==> src/rtl/pe_acc_drain_pkg.sv <==
// Shared types and constants for the PE accumulator / drain back end.
package pe_acc_drain_pkg;

  // Accumulator width; must match the adder tree sum width.
  localparam int ACC_W = 66;
  // Width of the dot-product length field and of the beat counter.
  localparam int LEN_W = 16;

  typedef enum logic [1:0] {
    IDLE  = 2'd0,
    ACCUM = 2'd1,
    DRAIN = 2'd2
  } state_t;

  typedef struct packed {
    logic             sign;
    logic [ACC_W-1:0] mag;
  } result_t;

endpackage

==> src/rtl/pe_acc_drain_if.sv <==
// Bundle of control, tree feedback and result handshake signals between the
// PE adder tree environment (master) and the accumulator / drain block (slave).
interface pe_acc_drain_if;
  import pe_acc_drain_pkg::*;

  logic             start;
  logic [LEN_W-1:0] len;
  logic             tree_valid;
  logic             tree_ready;
  logic [ACC_W-1:0] tree_sum;
  logic [ACC_W-1:0] acc_out;
  logic             out_valid;
  logic             out_ready;
  logic [ACC_W-1:0] out_mag;
  logic             out_sign;
  logic             busy;

  modport master (
    output start, len, tree_valid, tree_sum, out_ready,
    input  tree_ready, acc_out, out_valid, out_mag, out_sign, busy
  );

  modport slave (
    input  start, len, tree_valid, tree_sum, out_ready,
    output tree_ready, acc_out, out_valid, out_mag, out_sign, busy
  );

endinterface

==> src/rtl/pe_sign_mag.sv <==
// Combinational two's-complement to sign-magnitude converter. Negative
// values are negated by keeping every bit up to and including the lowest 1
// and inverting all bits above it (prefix-OR complement), which avoids a
// full-width incrementer. The most negative value maps onto itself, which
// is the correct unsigned magnitude.
module pe_sign_mag
  import pe_acc_drain_pkg::*;
(
  input  logic [ACC_W-1:0] value,
  output result_t          result
);

  // Walk upward from the LSB, flipping a bit once any lower bit was 1.
  always_comb begin
    logic seen;
    logic neg;
    seen        = 1'b0;
    neg         = value[ACC_W-1];
    result.sign = neg;
    result.mag  = '0;
    for (int i = 0; i < ACC_W; i++) begin
      result.mag[i] = neg ? (value[i] ^ seen) : value[i];
      seen          = seen | value[i];
    end
  end

endmodule

==> src/rtl/pe_acc_drain.sv <==
// Sequential back end of the PE adder tree: holds the running accumulator
// fed back to the tree, counts accepted tree beats for one dot product and
// hands the final value downstream in sign-magnitude form.
module pe_acc_drain
  import pe_acc_drain_pkg::*;
(
  input  logic           clk,
  input  logic           rst,
  pe_acc_drain_if.slave  bus
);

  state_t           state;
  state_t           state_nxt;
  logic [LEN_W-1:0] count;
  logic [LEN_W-1:0] len_q;
  logic [ACC_W-1:0] acc_q;
  result_t          res_q;
  result_t          conv;
  logic             last_beat;

  // The accepted beat is the final one when count has reached len-1; the
  // compare is never evaluated with len_q==0 because that case skips ACCUM.
  assign last_beat = bus.tree_valid && (count == (len_q - LEN_W'(1)));

  pe_sign_mag u_sign_mag (
    .value  (bus.tree_sum),
    .result (conv)
  );

  // State register.
  always_ff @(posedge clk) begin
    if (rst) state <= IDLE;
    else     state <= state_nxt;
  end

  // Next-state selection.
  always_comb begin
    state_nxt = state;
    case (state)
      IDLE: begin
        if (bus.start) state_nxt = (bus.len == '0) ? DRAIN : ACCUM;
      end
      ACCUM: begin
        if (last_beat) state_nxt = DRAIN;
      end
      DRAIN: begin
        if (bus.out_ready) state_nxt = IDLE;
      end
      default: state_nxt = IDLE;
    endcase
  end

  // Accumulator, beat counter, latched length and captured result.
  always_ff @(posedge clk) begin
    if (rst) begin
      acc_q <= '0;
      count <= '0;
      len_q <= '0;
      res_q <= '0;
    end else begin
      case (state)
        IDLE: begin
          if (bus.start) begin
            len_q <= bus.len;
            acc_q <= '0;
            count <= '0;
            if (bus.len == '0) res_q <= '0;
          end
        end
        ACCUM: begin
          if (bus.tree_valid) begin
            if (last_beat) begin
              res_q <= conv;
              acc_q <= '0;
              count <= '0;
            end else begin
              acc_q <= bus.tree_sum;
              count <= count + LEN_W'(1);
            end
          end
        end
        default: ;
      endcase
    end
  end

  // Handshake and status outputs decoded from the current state.
  always_comb begin
    bus.tree_ready = (state == ACCUM);
    bus.out_valid  = (state == DRAIN);
    bus.busy       = (state != IDLE);
  end

  assign bus.acc_out  = acc_q;
  assign bus.out_mag  = res_q.mag;
  assign bus.out_sign = res_q.sign;

endmodule

==> src/flat_wrapper.sv <==
// flat-port wrapper written by rule: the top's interface ports become plain ports
module pe_acc_drain_flat import pe_acc_drain_pkg::*;
  (clk, rst, bus_start, bus_len, bus_tree_valid, bus_tree_sum, bus_out_ready, bus_tree_ready, bus_acc_out, bus_out_valid, bus_out_mag, bus_out_sign, bus_busy);
  pe_acc_drain_if bus_i ();
  input  logic clk;
  input  logic rst;
  input wire logic [$bits(bus_i.start)-1:0] bus_start;
  input wire logic [$bits(bus_i.len)-1:0] bus_len;
  input wire logic [$bits(bus_i.tree_valid)-1:0] bus_tree_valid;
  input wire logic [$bits(bus_i.tree_sum)-1:0] bus_tree_sum;
  input wire logic [$bits(bus_i.out_ready)-1:0] bus_out_ready;
  output wire logic [$bits(bus_i.tree_ready)-1:0] bus_tree_ready;
  output wire logic [$bits(bus_i.acc_out)-1:0] bus_acc_out;
  output wire logic [$bits(bus_i.out_valid)-1:0] bus_out_valid;
  output wire logic [$bits(bus_i.out_mag)-1:0] bus_out_mag;
  output wire logic [$bits(bus_i.out_sign)-1:0] bus_out_sign;
  output wire logic [$bits(bus_i.busy)-1:0] bus_busy;
  assign bus_i.start = bus_start;
  assign bus_i.len = bus_len;
  assign bus_i.tree_valid = bus_tree_valid;
  assign bus_i.tree_sum = bus_tree_sum;
  assign bus_i.out_ready = bus_out_ready;
  assign bus_tree_ready = bus_i.tree_ready;
  assign bus_acc_out = bus_i.acc_out;
  assign bus_out_valid = bus_i.out_valid;
  assign bus_out_mag = bus_i.out_mag;
  assign bus_out_sign = bus_i.out_sign;
  assign bus_busy = bus_i.busy;
  pe_acc_drain u_core (.clk(clk), .rst(rst), .bus(bus_i));
endmodule
==> config.mk <==
export PLATFORM = sky130hd
export DESIGN_NAME = pe_acc_drain_flat
export DESIGN_NICKNAME = d
export VERILOG_FILES = /design/src/rtl/pe_acc_drain_pkg.sv /design/src/rtl/pe_acc_drain_if.sv /design/src/rtl/pe_sign_mag.sv /design/src/rtl/pe_acc_drain.sv /design/src/flat_wrapper.sv
export SDC_FILE = /design/constraint.sdc
export NUM_CORES = 1
export LEC_CHECK = 0
export CAP_MARGIN = 20
export CORE_ASPECT_RATIO = 0.6
export CORE_MARGIN = 2
export CORE_UTILIZATION = 33
export DETAILED_ROUTE_END_ITERATION = 8
export PLACE_DENSITY = 0.7
export SLEW_MARGIN = 20
export SYNTH_ARGS = -nofsm -noshare
export SYNTH_HDL_FRONTEND = slang
export SYNTH_SLANG_ARGS = --single-unit
==> constraint.sdc <==
create_clock -name clk -period 26.5 [get_ports clk]
set_clock_uncertainty 0.05 [all_clocks]
set_input_delay 5.3 -clock clk [delete_from_list [all_inputs] [get_ports clk]]
set_output_delay 5.3 -clock clk [all_outputs]
set_load 0.02 [all_outputs]
==> run metrics <==
routed wl met3=2.32 mm; Setup CP Type=input pin to flop; worst-case clock buffer depth=2; Worst-Margin Slew=1.04 ns; period utilisation layout=66.8%; die area=26200 µm²; area of the mapped netlist=8200 µm²; CP Max Fanout=3; Critical Path Source=bus_tree_sum[0]; share of cells above drive strength 1=4.81%; Final Hold Viols=0; placed wire-length estimate=17.1 mm; clock period minus worst slack=17.69 ns; Buffers on Ports=222; CP required=26.75 ns; Mapped Cells=982; Vias per Instance=5.13; Initial Utilization=33.8%; min-delay worst type=flop to flop; endpoint type of the worst setup path=flop; Worst IR Drop VDD=0.0000412 V; clk root buf=clkbuf_16; Pleak=0.00441 µW; max cap viols=0; status=completed; share of the synthesized area in the top cell type=40.8%; Yosys reg bits=167; PD cells=54.4 nW/µm²; CTS clk-pin slew, worst paths=0.07 ns; Worst path slowest cell=clkdlybuf4s50_1; max-slew violation count=0; CTS sink count=167; 1st-iter DRT viols=395; Tot Pwr=606 µW; PostCTS Resize Cnt=0; first-pass GRT wire length=40.5 mm; clk_lat worst skew=0.45 ns; worst r2r src=u_core.len_q[0]; Setup Fix Bufs, Post-CTS=0; Non-Filler Instances=1488; GRT Total Usage=19.5%; WL met1=12.2 mm; max incr delay on CP=0.50 ns; drt wl/cell=16.8 µm; First-pass DRT Iterations=5; Core ar.=24300 µm²; Num CTS Buffers=17; number of cells after detailed placement=1455; nets=1305; syn avg cell area=8.35 µm²; Setup Viol. Count Final=0; DRT Wirelength=25.0 mm; Post-synth EDFFs=0; setup tns final=0 ns; Vias=7631; die width=207 µm; antenna violations before repair=1; ys flop type=dfxtp_1; Arr. time, crit path=17.94 ns; Max H-tree Level=4; die height=126 µm; Synth Warn #=0; Synth area leader=dfxtp_1; DR DRC count=0; Rel. slew slack=30.5%; crit-path most repeated cell=ha_1; vias in the first global route=7534; Area Growth Syn to Fin=36.0%; FF-to-FF setup slack=22.23 ns; Syn Nets=1135; CP Launch Type=input pin; io pins=223; largest net degree at the start of global routing=131; post-synthesis sequential area ratio=40.8%; cts hold-fix bufs=0; CTS tree=yes; fmax=56.5 MHz; Placer Congestion=0.828; unrepaired setup endpoints after global routing=false; met2 routed WL=10.2 mm; Rows=44; ANT nets after route=0; ranking of synthesized cells by area=dfxtp_1 (41%), ha_1 (10%), nand3_1 (8.4%); Yosys cell types=49; uppermost layer routed=met4; GRT overflow=0; critical hold path startpoint=u_core.bus.out_mag[34]; asr flop ratio synth=0%
placed cells by master (no fill, tap or decap), drive strengths merged, types with 4 or more instances in the layout:
master and n:
ha 66, xnor2 20, clkbuf 22, nand3 137, clkdlybuf4s50 220, clkinv 7, nand4b 4, nand4 5
nor4 9, nor2 10, a21oi 86, and3 5, o21ai 69, nor3 20, buf 8, a22o 67
inv 75, nand2 111, xor2 15, dfxtp 167
report_power, final:
group	switching (µW)	internal (µW)	total, µW
Clock	109	140	249
Sequential	6.34	258	264
Combinational	52.4	40.8	93.2
Total	168	438	606
routing by layer:
layer | global-route usage (%) | vias up
met5 | 0 | -
met3 | 7.91 | 21
met2 | 28.6 | 218
met1 | 26.4 | 3593
met4 | 5.21 | 0
li1 | - | 3799
layout make-up:
class,instances,area [µm²]
Timing Repair Buffer,228,2270
Inverter,73,274
Antenna cell,1,2.50
Clock inverter,10,93.8
Sequential cell,167,3340
Tap cell,322,403
Multi-Input combinational cell,665,4280
Fill cell,2375,13100
Clock buffer,22,484
metrics by stage:
stage          hold slack [ns]  utilization (%)  setup WS (ns)  instance area [µm²]
6_report                 0.416             45.9           8.81                11100
5_1_grt                  0.434             45.9           8.15                11100
4_1_cts                  0.417             45.9           8.79                11100
3_5_place_dp             0.403             43.5           8.34                10600
3_3_place_gp             0.401             43.5           8.43                10600
2_1_floorplan            0.398                -           9.67                 8200
sequential cells by signal, indices dropped and copies added, names as in the netlist:
name,cells
u_core.count,16
u_core.bus.out_mag,66
u_core.state,2
u_core.bus.out_sign,1
u_core.bus.acc_out,66
u_core.len_q,16
synth_stat cells (all sizes together), types with 9 or more instances:
cell    number
dfxtp      167
nand3      137
nand2      111
a21oi       86
inv         73
o21ai       69
a22o        67
ha          66
clkbuf      52
buf         25
nor3        20
xnor2       20
xor2        15
nor2        10
nor4         9
logic make-up (layout without fill, tap and decap cells):
logic type / Yosys count / in the layout / synth area share [%]
XOR/XNOR: 35 / 35 / 3.74
AO/OA/AOI/OAI: 234 / 234 / 17.9
multiplexers: 3 / 3 / 0.382
AND/OR/NAND/NOR: 327 / 327 / 19.7
other: 0 / 1 / 0
flip-flops: 167 / 167 / 40.8
adder cells (fa/ha/maj): 66 / 66 / 10.1
buffers and inverters: 150 / 333 / 7.34
final timing paths:
kind,endpoint,cells after the start
setup / recovery,u_core.bus.out_mag[64],70
hold / removal,u_core.bus.out_mag[34],2
setup reg to reg,u_core.count[0],10
hold reg to reg,u_core.bus.out_mag[34],2
critical path, delay by kind of cell:
family / cells / cell delay [ns]
AO/OA/AOI/OAI: 2 / 0.16
buffers and inverters: 2 / 0.55
AND/OR/NAND/NOR: 2 / 0.18
adder cells (fa/ha/maj): 64 / 11.76
No activity file was read; power rests on OpenSTA's default activity.
